--- src/rtl/tact_debounce_multi_if.sv ---
// rtl/tact_debounce_multi_if.sv - switch/debounce signal bundle between raw inputs and filtered outputs
interface tact_debounce_multi_if #(
    parameter int CH = 4
);
    logic [CH-1:0] Tact;
    logic [CH-1:0] Out;
    logic [CH-1:0] Rise;
    logic [CH-1:0] Fall;
    logic [CH-1:0] Repeat;
    logic          Tick;

    modport master (output Tact, input Out, Rise, Fall, Repeat, Tick);
    modport slave  (input Tact, output Out, Rise, Fall, Repeat, Tick);
endinterface

--- src/rtl/tact_debounce_multi.sv ---
// rtl/tact_debounce_multi.sv - multi-channel tact switch debounce with prescaled sampling
// Optional auto-repeat strobes are built when TACT_REPEAT_EN is defined.
module tact_debounce_multi #(
    parameter int CH    = 4,
    parameter int DIV   = 1000,
    parameter int DEPTH = 8,
    parameter int HOLD  = 500,
    parameter int RATE  = 100
) (
    input logic                  Clock,
    input logic                  Reset,
    tact_debounce_multi_if.slave bus
);
    localparam int PW = (DIV > 1) ? $clog2(DIV) : 1;
    localparam int CW = (DEPTH > 1) ? $clog2(DEPTH + 1) : 1;
    localparam logic [PW-1:0] PRE_LAST = PW'(DIV - 1);
    localparam logic [CW-1:0] CNT_LAST = CW'(DEPTH - 1);

    logic [PW-1:0] pre_q, pre_d;
    logic          tick_q, tick_d;
    logic [CH-1:0] sync1_q, sync2_q;
    logic [CH-1:0] out_q, out_d;
    logic [CH-1:0] rise_q, rise_d;
    logic [CH-1:0] fall_q, fall_d;
    logic [CW-1:0] cnt_q [CH];
    logic [CW-1:0] cnt_d [CH];

    always_comb begin
        tick_d = (pre_q == PRE_LAST);
        pre_d  = tick_d ? '0 : pre_q + PW'(1);
    end

    // Counters only move on sample ticks; any agreeing sample restarts the run.
    always_comb begin
        cnt_d  = cnt_q;
        out_d  = out_q;
        rise_d = '0;
        fall_d = '0;
        if (tick_q) begin
            for (int i = 0; i < CH; i++) begin
                if (sync2_q[i] == out_q[i]) begin
                    cnt_d[i] = '0;
                end else if (cnt_q[i] == CNT_LAST) begin
                    cnt_d[i]  = '0;
                    out_d[i]  = sync2_q[i];
                    rise_d[i] = sync2_q[i];
                    fall_d[i] = ~sync2_q[i];
                end else begin
                    cnt_d[i] = cnt_q[i] + CW'(1);
                end
            end
        end
    end

    always_ff @(posedge Clock) begin
        if (Reset) begin
            pre_q   <= '0;
            tick_q  <= 1'b0;
            sync1_q <= '0;
            sync2_q <= '0;
            out_q   <= '0;
            rise_q  <= '0;
            fall_q  <= '0;
            for (int i = 0; i < CH; i++) begin
                cnt_q[i] <= '0;
            end
        end else begin
            pre_q   <= pre_d;
            tick_q  <= tick_d;
            sync1_q <= bus.Tact;
            sync2_q <= sync1_q;
            out_q   <= out_d;
            rise_q  <= rise_d;
            fall_q  <= fall_d;
            cnt_q   <= cnt_d;
        end
    end

    assign bus.Out  = out_q;
    assign bus.Rise = rise_q;
    assign bus.Fall = fall_q;
    assign bus.Tick = tick_q;

`ifdef TACT_REPEAT_EN
    localparam int RW = $clog2(HOLD + RATE + 1);
    localparam logic [RW-1:0] R_HOLD = RW'(HOLD);
    localparam logic [RW-1:0] R_LAST = RW'(HOLD + RATE - 1);

    logic [CH-1:0] repeat_q, repeat_d;
    logic [RW-1:0] rpt_q [CH];
    logic [RW-1:0] rpt_d [CH];

    // R runs 1..HOLD+RATE-1 and folds back to HOLD, so every pass through HOLD is a pulse.
    always_comb begin
        rpt_d    = rpt_q;
        repeat_d = '0;
        for (int i = 0; i < CH; i++) begin
            if (!out_q[i]) begin
                rpt_d[i] = '0;
            end else if (tick_q) begin
                if (rpt_q[i] == R_LAST) begin
                    rpt_d[i] = R_HOLD;
                end else begin
                    rpt_d[i] = rpt_q[i] + RW'(1);
                end
                repeat_d[i] = (rpt_d[i] == R_HOLD);
            end
        end
    end

    always_ff @(posedge Clock) begin
        if (Reset) begin
            repeat_q <= '0;
            for (int i = 0; i < CH; i++) begin
                rpt_q[i] <= '0;
            end
        end else begin
            repeat_q <= repeat_d;
            rpt_q    <= rpt_d;
        end
    end

    assign bus.Repeat = repeat_q;
`else
    logic cfg_unused;
    assign cfg_unused = (HOLD > 0) ^ (RATE > 0);
    assign bus.Repeat = '0;
`endif
endmodule

--- src/flat_wrapper.sv ---
// flat-port wrapper written by rule: the top's interface ports become plain ports
module tact_debounce_multi_flat 
#(
    parameter int CH    = 4,
    parameter int DIV   = 1000,
    parameter int DEPTH = 8,
    parameter int HOLD  = 500,
    parameter int RATE  = 100
)
  (Clock, Reset, bus_Tact, bus_Out, bus_Rise, bus_Fall, bus_Repeat, bus_Tick);
  tact_debounce_multi_if #(.CH(CH)) bus_i ();
  input logic Clock;
  input logic Reset;
  input wire logic [$bits(bus_i.Tact)-1:0] bus_Tact;
  output wire logic [$bits(bus_i.Out)-1:0] bus_Out;
  output wire logic [$bits(bus_i.Rise)-1:0] bus_Rise;
  output wire logic [$bits(bus_i.Fall)-1:0] bus_Fall;
  output wire logic [$bits(bus_i.Repeat)-1:0] bus_Repeat;
  output wire logic [$bits(bus_i.Tick)-1:0] bus_Tick;
  assign bus_i.Tact = bus_Tact;
  assign bus_Out = bus_i.Out;
  assign bus_Rise = bus_i.Rise;
  assign bus_Fall = bus_i.Fall;
  assign bus_Repeat = bus_i.Repeat;
  assign bus_Tick = bus_i.Tick;
  tact_debounce_multi #(.CH(CH), .DIV(DIV), .DEPTH(DEPTH), .HOLD(HOLD), .RATE(RATE)) u_core (.Clock(Clock), .Reset(Reset), .bus(bus_i));
endmodule
--- config.mk ---
export PLATFORM = sky130hd
export DESIGN_NAME = tact_debounce_multi_flat
export DESIGN_NICKNAME = d
export VERILOG_FILES = /design/src/rtl/tact_debounce_multi_if.sv /design/src/rtl/tact_debounce_multi.sv /design/src/flat_wrapper.sv
export SDC_FILE = /design/constraint.sdc
export NUM_CORES = 1
export LEC_CHECK = 0
export CAP_MARGIN = 0
export CORE_ASPECT_RATIO = 1.4
export CORE_UTILIZATION = 55
export CTS_BUF_LIST = sky130_fd_sc_hd__clkbuf_4
export DETAILED_ROUTE_END_ITERATION = 12
export GPL_ROUTABILITY_DRIVEN = 0
export PLACE_DENSITY_LB_ADDON = 0.3
export REMOVE_ABC_BUFFERS = 1
export SYNTH_ARGS = -nofsm -noshare
export SYNTH_HDL_FRONTEND = slang
export SYNTH_SLANG_ARGS = --single-unit
--- constraint.sdc ---
create_clock -name Clock -period 1.9 [get_ports Clock]
set_input_delay 0.38 -clock Clock [delete_from_list [all_inputs] [get_ports Clock]]
set_output_delay 0.38 -clock Clock [all_outputs]
set_load 0.05 [all_outputs]
==> results.json <==
{
  "status": "complete, no violations",
  "yosys_warnings": 0,
  "leakagePower_nw": 0.919,
  "track_usage_pct": 20.0,
  "skew_ps": 9.43,
  "cp.required_ps": 1520,
  "dp.cells": 270,
  "clkSinkCount": 47,
  "whs_path_depth": 1,
  "cts.clk_slew.worst_paths_ps": 130,
  "pwr-share-comb_pct": 5.2,
  "power.share.sequential_pct": 60.8,
  "synth_cell_types": 34,
  "critPathBufInv": 1,
  "hold_class": "reg2reg",
  "finalSetupViolCount": 0,
  "critical_path_class": "reg2out",
  "final_cell_mix": "dfxtp_1, nand2_1, a21oi_1, nor2_1, nand3_1",
  "insertion_delay_ps": 360,
  "hold_viol": 0,
  "num_vias": 1526,
  "crit_fanout": 1,
  "rr_startpoint": "u_core.pre_q[0]$_SDFF_PP0_",
  "min_from": "u_core.sync1_q[0]$_SDFF_PP0_",
  "num_io_pins": 23,
  "reg2reg_depth": 5,
  "ys_seq_area_share_pct": 48.1,
  "postSynthCellCount": 218,
  "vias_per_cell": 5.49,
  "synthesis.area_um2": 1960,
  "die_x_um": 52.4,
  "yosys.area.top_type": "dfxtp_1",
  "fillers": 295,
  "die_y_um": 72.6,
  "io_buffers": 18,
  "slew_violations": 0,
  "start_util_pct": 58.0,
  "rows": 25,
  "final_common_cell": "dfxtp_1",
  "crit_family": "buffers and inverters",
  "clkPwrFrac_pct": 34.0,
  "overflow": 0,
  "p_switching_mw": 0.379,
  "cts_setup_buffers": 0,
  "min_to": "u_core.sync2_q[0]$_SDFF_PP0_",
  "p_per_area_nw_per_um2": 752,
  "tritoncts": "yes",
  "ant_nets": 0,
  "synth-seq-cells": 47,
  "core_um2": 3380,
  "syn_area_per_cell_um2": 8.98,
  "regToRegSetupSlack_ps": 340,
  "max_cap_viol_count": 0,
  "drt-initial-drc-count": 39,
  "first_pass_iters": 4,
  "grt_pass1_wl_mm": 5.60,
  "cellInternalPower_mw": 1.31,
  "finalCriticalPeriod_ps": 1870,
  "hpwl_mm": 2.37,
  "cp.arrival_ps": 1490,
  "die_area_um2": 3810,
  "antenna_found_initial": 0,
  "path_cells": "clkdlybuf4s50_1",
  "cts_made_buffers": 5,
  "worstSetupStartpointType": "flip-flop",
  "drive_above_1_share_pct": 7.56,
  "clockBufferDepth": 2,
  "grt_pass1_vias": 1349,
  "crit_slowest_cell": "clkdlybuf4s50_1",
  "synthTopCellsByArea": "dfxtp_1, a21oi_1, nand2_1",
  "postLayoutCoreUtil_pct": 66.7,
  "synth_top_area_share_pct": 48.1,
  "end_kind": "output pin",
  "drc": 0,
  "ff_latch_area_um2": 941,
  "fin_nets": 248,
  "clockRootBuffer": "clkbuf_4",
  "slowest_delay_ps": 800,
  "drt-wirelength-per-cell_um": 12.5,
  "period_share_pct": 98.7,
  "instances_no_fill": 278,
  "slew-limit-headroom_pct": 65.6,
  "antennaDiodeCount": 0,
  "tightest_slew_ps": 515,
  "fmax_ghz": 0.533,
  "multi_input_area_um2": 946,
  "vdd_drop_max_mv": 0.579,
  "swShare_pct": 22.4,
  "grt_max_degree": 30,
  "timing.rr.end": "u_core.pre_q[6]$_SDFF_PP0_",
  "wl_mm": 3.47,
  "area_delta_synth_final_pct": 15.0,
  "ctsHtreeMaxLevel": 2
}
[synthesized netlist by cell type, drive strengths merged]
cell type  number
a21oi          18
a221oi          1
a31oi           2
and3            3
and3b           4
buf             8
clkbuf          5
conb            1
dfxtp          47
ha              5
inv             4
mux2i           4
nand2          24
nand2b          4
nand3          11
nand3b          2
nand4           7
nand4b          3
nor2           15
nor2b           9
nor3            7
nor3b           8
nor4            1
o2111ai         1
o211ai          1
o21ai           8
o311ai          1
or3             2
or4b            1
xnor2           6
xor2            5
[worst register-to-register path, stage by stage, from the launching register on]
cell and delay [ps]:
dfxtp_1 370, ha_1 230, nand4_1 100, or3_1 430, o2111ai_2 200, o311ai_1 120
[registers in the layout (all words and copies together) (netlist names)]
signal	flops
u_core.bus.Tick	1
u_core.bus.Out	4
u_core.bus.Rise	4
u_core.pre_q	10
u_core.sync2_q	4
u_core.cnt_q	16
u_core.bus.Fall	4
u_core.sync1_q	4
[power groups by stage]
stage	logic [mW]	clock network (mW)	registers (mW)
finish	0.0874	0.576	1.03
global route	0.0972	0.624	1.04
CTS	0.0883	0.593	1.03
detailed placement	0.0875	0	1.05
global placement	0.0865	0	1.05
floorplan	0.0564	0	1.05
[worst max path at each step]
stage / start / end / slack, ps / depth (start not counted)
2_1_floorplan: u_core.bus.Tick$_SDFF_PP0_ / u_core.cnt_q[7]$_SDFFE_PP0P_ / -120 / 3
3_3_place_gp: Reset / u_core.bus.Rise[0]$_SDFF_PP0_ / 330 / 4
3_5_place_dp: Reset / u_core.bus.Fall[0]$_SDFF_PP0_ / 290 / 4
4_1_cts: u_core.bus.Rise[0]$_SDFF_PP0_ / bus_Rise[0] / 10 / 1
5_1_grt: u_core.bus.Fall[2]$_SDFF_PP0_ / bus_Fall[2] / -20 / 1
6_report: u_core.bus.Fall[2]$_SDFF_PP0_ / bus_Fall[2] / 30 / 1
[through the flow]
step                      power, mW  hold WS [ps]  worst slack [ps]  setup TNS (ps)  cell area (um^2)
final                          1.69           453              25.0               0              2250
after global routing           1.76           465             -21.0           -21.0              2250
after global placement         1.14           415               325               0              2160
after floorplan                1.10           414              -119            -119              1900
after detailed placement       1.14           425               292               0              2160
after CTS                      1.71           456              10.6               0              2240
[cell families (layout without fill, tap and decap cells)]
| group | Yosys count | in the layout | share of synthesized area, % |
|---|---|---|---|
| DFF | 47 | 47 | 48.1 |
| muxes | 4 | 4 | 2.04 |
| adders and majority gates | 5 | 5 | 3.19 |
| buffers and inverters | 17 | 34 | 4.22 |
| AOI/OAI and AO/OA | 32 | 32 | 9.52 |
| xor gates and xnor gates | 11 | 11 | 4.92 |
| other | 1 | 4 | 0.192 |
| and+or+nand+nor | 101 | 101 | 27.9 |
[final cells by class]
| type | instances | share of cell area [%] |
|---|---|---|
| flip-flops and latches | 47 | 41.8 |
| clock inverters | 3 | 1.72 |
| well taps | 40 | 2.22 |
| clock buffers | 5 | 1.67 |
| inverters | 4 | 0.667 |
| repair buffers | 22 | 9.94 |
| multi-input cells | 157 | 42.0 |
[timing repair]
| action | in CTS | in global routing |
|---|---|---|
| setup endpoints to repair | 1 | 6 |
| hold buffers | 0 | 0 |
| resized for setup | 1 | 6 |
[routing by layer]
metal,track usage [%],vias up,wire length [um],share of wire (%)
met1,21.7,710,1490,43
met2,34.3,26,1770,51
met4,10.5,0,79,2.3
li1,-,784,-,-
met3,5.63,6,121,3.5
met5,0,-,0,0
(Power assumes the default switching activity.)
